===== src/rtl/rst_seq_ctrl.sv =====
// Reset sequencer: synchronizes root reset deassertion, releases channels in
// order at fixed intervals, and supports per-channel software reset pulses.
//
// state   | meaning
// --------+-----------------------------------------------------------
// ST_RST  | synchronized reset just released; first counting edge
// ST_SEQ  | releasing channels one by one every STEP cycles
// ST_DONE | all channels released; software pulses may run
module rst_seq_ctrl #(
   parameter int SYN_NUM = 3,
   parameter int CH_NUM  = 4,
   parameter int STEP    = 4,
   parameter int SW_LEN  = 8
) (
   input  logic              i_clk,
   input  logic              i_rstn,
   input  logic              i_dft_mode,
   input  logic              i_dft_rstn,
   input  logic              i_scan_mode,
   input  logic [CH_NUM-1:0] i_sw_rst_req,
   output logic [CH_NUM-1:0] o_rstn,
   output logic              o_done
);

   localparam int CW  = $clog2(STEP + 1);
   localparam int IW  = $clog2(CH_NUM + 1);
   localparam int SWW = $clog2(SW_LEN + 1);

   typedef enum logic [1:0] {ST_RST, ST_SEQ, ST_DONE} state_t;

   logic                          root_rstn;
   logic                          sync_rstn;
   logic [SYN_NUM-1:0]            sync_q, sync_d;
   state_t                        state_q, state_d;
   logic [CW-1:0]                 cnt_q, cnt_d, cur_cnt;
   logic [IW-1:0]                 idx_q, idx_d, cur_idx;
   logic [CH_NUM-1:0][SWW-1:0]    sw_cnt_q, sw_cnt_d;
   logic [CH_NUM-1:0]             chn_q, chn_d;
   logic [CH_NUM-1:0]             rel_now, rel_nxt;
   logic                          done_q, done_d;
   logic                          any_pulse;

   assign root_rstn = i_dft_mode ? i_dft_rstn : i_rstn;
   assign sync_d    = {sync_q[SYN_NUM-2:0], 1'b1};
   assign sync_rstn = sync_q[SYN_NUM-1];

   always_ff @(posedge i_clk or negedge root_rstn) begin
      if (!root_rstn) sync_q <= '0;
      else            sync_q <= sync_d;
   end

   always_comb begin
      state_d   = state_q;
      cnt_d     = cnt_q;
      idx_d     = idx_q;
      sw_cnt_d  = sw_cnt_q;
      chn_d     = '0;
      rel_now   = '0;
      rel_nxt   = '0;
      any_pulse = 1'b0;
      // The RST->SEQ edge is itself the first counting edge, which puts
      // channel k's release exactly (k+1)*STEP edges after sync_rstn rises.
      cur_cnt   = (state_q == ST_RST) ? '0 : cnt_q;
      cur_idx   = (state_q == ST_RST) ? '0 : idx_q;

      if (state_q != ST_DONE) begin
         if (cur_cnt == CW'(STEP - 1)) begin
            cnt_d   = '0;
            idx_d   = cur_idx + IW'(1);
            state_d = (cur_idx == IW'(CH_NUM - 1)) ? ST_DONE : ST_SEQ;
         end else begin
            cnt_d   = cur_cnt + CW'(1);
            idx_d   = cur_idx;
            state_d = ST_SEQ;
         end
      end

      for (int k = 0; k < CH_NUM; k++) begin
         rel_now[k] = (state_q == ST_DONE) || ((state_q == ST_SEQ) && (IW'(k) < idx_q));
         rel_nxt[k] = (state_d == ST_DONE) || ((state_d == ST_SEQ) && (IW'(k) < idx_d));
         if (i_sw_rst_req[k] && rel_now[k])
            sw_cnt_d[k] = SWW'(SW_LEN);
         else if (sw_cnt_q[k] != '0)
            sw_cnt_d[k] = sw_cnt_q[k] - SWW'(1);
         else
            sw_cnt_d[k] = '0;
         chn_d[k] = rel_nxt[k] && (sw_cnt_d[k] == '0);
         if (sw_cnt_d[k] != '0) any_pulse = 1'b1;
      end

      done_d = (state_q == ST_DONE) && !any_pulse;
   end

   always_ff @(posedge i_clk or negedge sync_rstn) begin
      if (!sync_rstn) begin
         state_q  <= ST_RST;
         cnt_q    <= '0;
         idx_q    <= '0;
         sw_cnt_q <= '0;
         chn_q    <= '0;
         done_q   <= 1'b0;
      end else begin
         state_q  <= state_d;
         cnt_q    <= cnt_d;
         idx_q    <= idx_d;
         sw_cnt_q <= sw_cnt_d;
         chn_q    <= chn_d;
         done_q   <= done_d;
      end
   end

   assign o_rstn = i_scan_mode ? {CH_NUM{i_dft_rstn}} : chn_q;
   assign o_done = done_q;

endmodule


===== config.mk =====
export PLATFORM = sky130hd
export DESIGN_NAME = rst_seq_ctrl
export DESIGN_NICKNAME = d
export VERILOG_FILES = /design/src/rtl/rst_seq_ctrl.sv
export SDC_FILE = /design/constraint.sdc
export NUM_CORES = 1
export LEC_CHECK = 0
export CAP_MARGIN = 5
export CORE_ASPECT_RATIO = 0.8
export CORE_MARGIN = 5
export CORE_UTILIZATION = 40
export CTS_BUF_LIST = sky130_fd_sc_hd__clkbuf_2 sky130_fd_sc_hd__clkbuf_4 sky130_fd_sc_hd__clkbuf_8
export CTS_CLUSTER_DIAMETER = 100
export DETAILED_ROUTE_END_ITERATION = 10
export MAX_ROUTING_LAYER = met4
export PLACE_DENSITY_LB_ADDON = 0.05
export SYNTH_ARGS = -nofsm -noshare
export SYNTH_HDL_FRONTEND = slang
export SYNTH_SLANG_ARGS = --single-unit

===== constraint.sdc =====
create_clock -name i_clk -period 2.65 [get_ports i_clk]
set_input_delay 0.53 -clock i_clk [delete_from_list [all_inputs] [get_ports i_clk]]
set_output_delay 0.53 -clock i_clk [all_outputs]
set_load 0.01 [all_outputs]

==> results of run 1 <==
## through the flow
stage,hold WS [ns],setup slack [ns]
after floorplan,0.331,0.405
after global placement,0.262,0.357
after detailed placement,0.266,0.284
after CTS,0.278,0.279
after global routing,0.313,0.202
final,0.250,0.298
## final cells by class
type / instances / area [um^2]
clock buffers: 6 / 76.3
clock inverters: 2 / 35.0
fillers: 410 / 2130
inverters: 21 / 78.8
multi-input cells: 117 / 807
flip-flops and latches: 32 / 801
well taps: 57 / 71.3
repair buffers: 16 / 153
## critical path, cell delays in order
cell and delay, ns:
clkdlybuf4s50_1 0.53, nand2_1 0.11, o21ai_0 0.09, clkdlybuf4s50_1 0.57
## kinds of logic after synthesis
family,Yosys count
AND/OR/NAND/NOR,64
AO/OA/AOI/OAI,41
flip-flops,32
buffers and inverters,24
adder cells (fa/ha/maj),9
multiplexers,2
other,1
## power breakdown
| group | total (mW) | internal (mW) | switching (mW) |
|---|---|---|---|
| sequential | 0.683 | 0.594 | 0.0899 |
| clock | 0.460 | 0.289 | 0.171 |
| combinational | 0.437 | 0.214 | 0.224 |
## sequential cells by signal (all words and copies together), names as in the netlist
name / flops
o_done: 1
cnt_q: 3
sw_cnt_q: 16
chn_q: 4
sync_q: 3
state_q: 2
idx_q: 3
## how the worst min path moves through the flow
stage,to,slack (ns),cells past startpoint
detailed placement,sw_cnt_q[1],0.27,1
floorplan,sync_q[1],0.33,0
CTS,sw_cnt_q[1],0.28,1
finish,sw_cnt_q[1],0.25,1
global placement,sw_cnt_q[1],0.26,1
global route,sw_cnt_q[1],0.31,1
## placed cells by master, fill, tap and decap left out, drive strengths merged, types with 2 or more instances in the layout
cell type / instances
nor2b: 6
buf: 3
mux2: 2
nand3b: 4
ha: 7
o21ai: 9
nor3: 7
dfrtp: 32
a31oi: 2
a211o: 6
nor4: 2
a21oi: 9
and2: 4
clkbuf: 6
inv: 21
or3: 4
nand2: 16
nor2: 10
maj3: 2
a211oi: 4
nand2b: 5
a21boi: 2
clkdlybuf4s50: 13
## metal layers
layer	GRT usage	vias up	share of wire
met1	0.158	591	0.51
met2	0.192	19	0.43
li1	-	637	-
met5	-	-	0
met3	0.0445	5	0.039
met4	0.0510	0	0.012
==> impl_metrics.yaml, run 1 <==
detailed_routing:
  detail_route.drc_violations: 0
  vias_per_cell: 4.99
  detail-route-antenna-nets: 0
  drt-total-wl_um: 3130
  drt-pass1-iter-count: 4
  routed_wire_length_per_instance_um: 12.5
  drt_iter0_markers: 32
  dr_total_vias: 1252
die:
  initial_utilization: 0.411
  fp.coreArea_um2: 4150
  dieArea_um2: 5680
  floorplan.rows: 21
  chipHeight_um: 68.4
  fp.dieW_um: 83.0
  ios: 14
cts:
  worstSkewPairLatency_ns: 0.28
  clockRootBuffer: "clkbuf_8"
  cts_buffers: 5
  clockBufferDepth: 2
  clock_tree.htree_level_count: 2
  post_cts_resized: 0
  clock-sinks: 32
  cts_setup_buffers: 0
  cts_hold_buffers: 0
  clock_tree_from_tritoncts: "done"
  path_clk_slew_ns: 0.07
yosys:
  synth_cell_types: 46
  synthSimpleGateAreaFrac: 0.211
  synth.mux.area_fraction: 0.0132
  main_combinational_cell_family_by_area_after_synthesis: "simple AND/OR/NAND/NOR gates"
  count_of_flip_flops_with_a_built_in_enable_after_synthesis: 0
  post-synth-top-area-fraction: 0.469
  synth_common_cells: "32 x dfrtp_1, 19 x inv_1, 16 x nand2_1, 10 x nor2_1, 8 x a21oi_1"
  syn_inst: 173
  post_synth_main_area_contributors: "dfrtp_1 47%, ha_1 5.1%, inv_1 4.2%, nand2_1 3.5%, a211o_1 3.1%"
  post_synth_xor_area_fraction: 0
  post_synthesis_share_of_cell_area_spent_on_full_adders_half_adders_and_majority_gates: 0.0645
  synth_compound_area_frac: 0.182
  post_synth_instance_area_um2: 1710
  seq_area_frac_synth: 0.469
  yosysWarnings: 0
  syn_nets: 189
  synthFlopType: "dfrtp_1"
  synthMostInstantiatedCell: "dfrtp_1"
  fraction_of_registers_with_async_set_reset: 1.00
  synth_seq_cells: 32
  synth.largest_area_cell: "dfrtp_1"
  post_synth.cell_area_avg_um2: 9.86
pwr:
  totalPowerFinal_mw: 1.58
  power_density_over_cell_area_nw_per_um2: 782
  power.leakage_nw: 0.900
  vdd_ir_drop_max_mv: 0.432
grt:
  global_route.overflow_total: 0
  number_of_global_route_vias_before_repair: 1229
  grt_first_pass_wirelength_um: 5530
  grt_use_total: 0.127
  largest_net_degree_at_the_start_of_global_routing: 30
  number_of_antenna_violations_at_the_first_check_in_global_routing: 0
setup_path:
  worstSetupPathType: "input pin to primary output"
  reg2regPathDepth: 8
  worstReg2RegStart: "state_q[1]"
  worstSetupStartpoint: "i_scan_mode"
  crit_path_max_fanout: 5
  r2r-end: "chn_q[3]"
  critical_path.endpoint_type: "primary output"
  setup.worst_path.start_class: "input pin"
  cp_data_required_time_ns: 2.12
  crit_arrival_ns: 1.82
  reg2reg_setup_slack_ns: 0.43
  endpoint: "o_rstn[2]"
placement:
  detailed_place_hpwl_um: 2330
  weighted_congestion_reported_at_the_end_of_routability_driven_placement: 0.781
  dpl-instance-area_um2: 1910
  io_buffer_count: 13
  placed_cell_count: 243
timing:
  clock-skew-final_ns: 0.00949
  final-max-slew-violation-count: 0
  fmaxAchievable_ghz: 0.425
  setup_total_negative_slack_ns: 0
  finalCritPeriodShare: 0.887
  setup_violations: 0
  grt_setup_unrepaired: "false"
  period_minus_slack_ns: 2.35
  final-hold-violation-count: 0
final_layout:
  diodes_inserted: 0
  instances_no_fill: 251
  final_nets: 209
  post_route_cells_drive_above_1_share: 0.134
  layout.cell_area.non_filler_um2: 2020
  syn_to_final_growth_pct: 18.5
  final_core_util: 0.487
min_path:
  min_path_type: "flip-flop to async pin"
status:
  run_status: "finished, final reports clean"
job:
  cap_viol_max_count: 0
Power figures use the tool's default switching activity.
==> run 2, diff against run 1 <==
CTS_CLUSTER_SIZE = 12   (was not set)
==> results of run 2 <==
Final layout, timing and power as in run 1 (identical DEF).
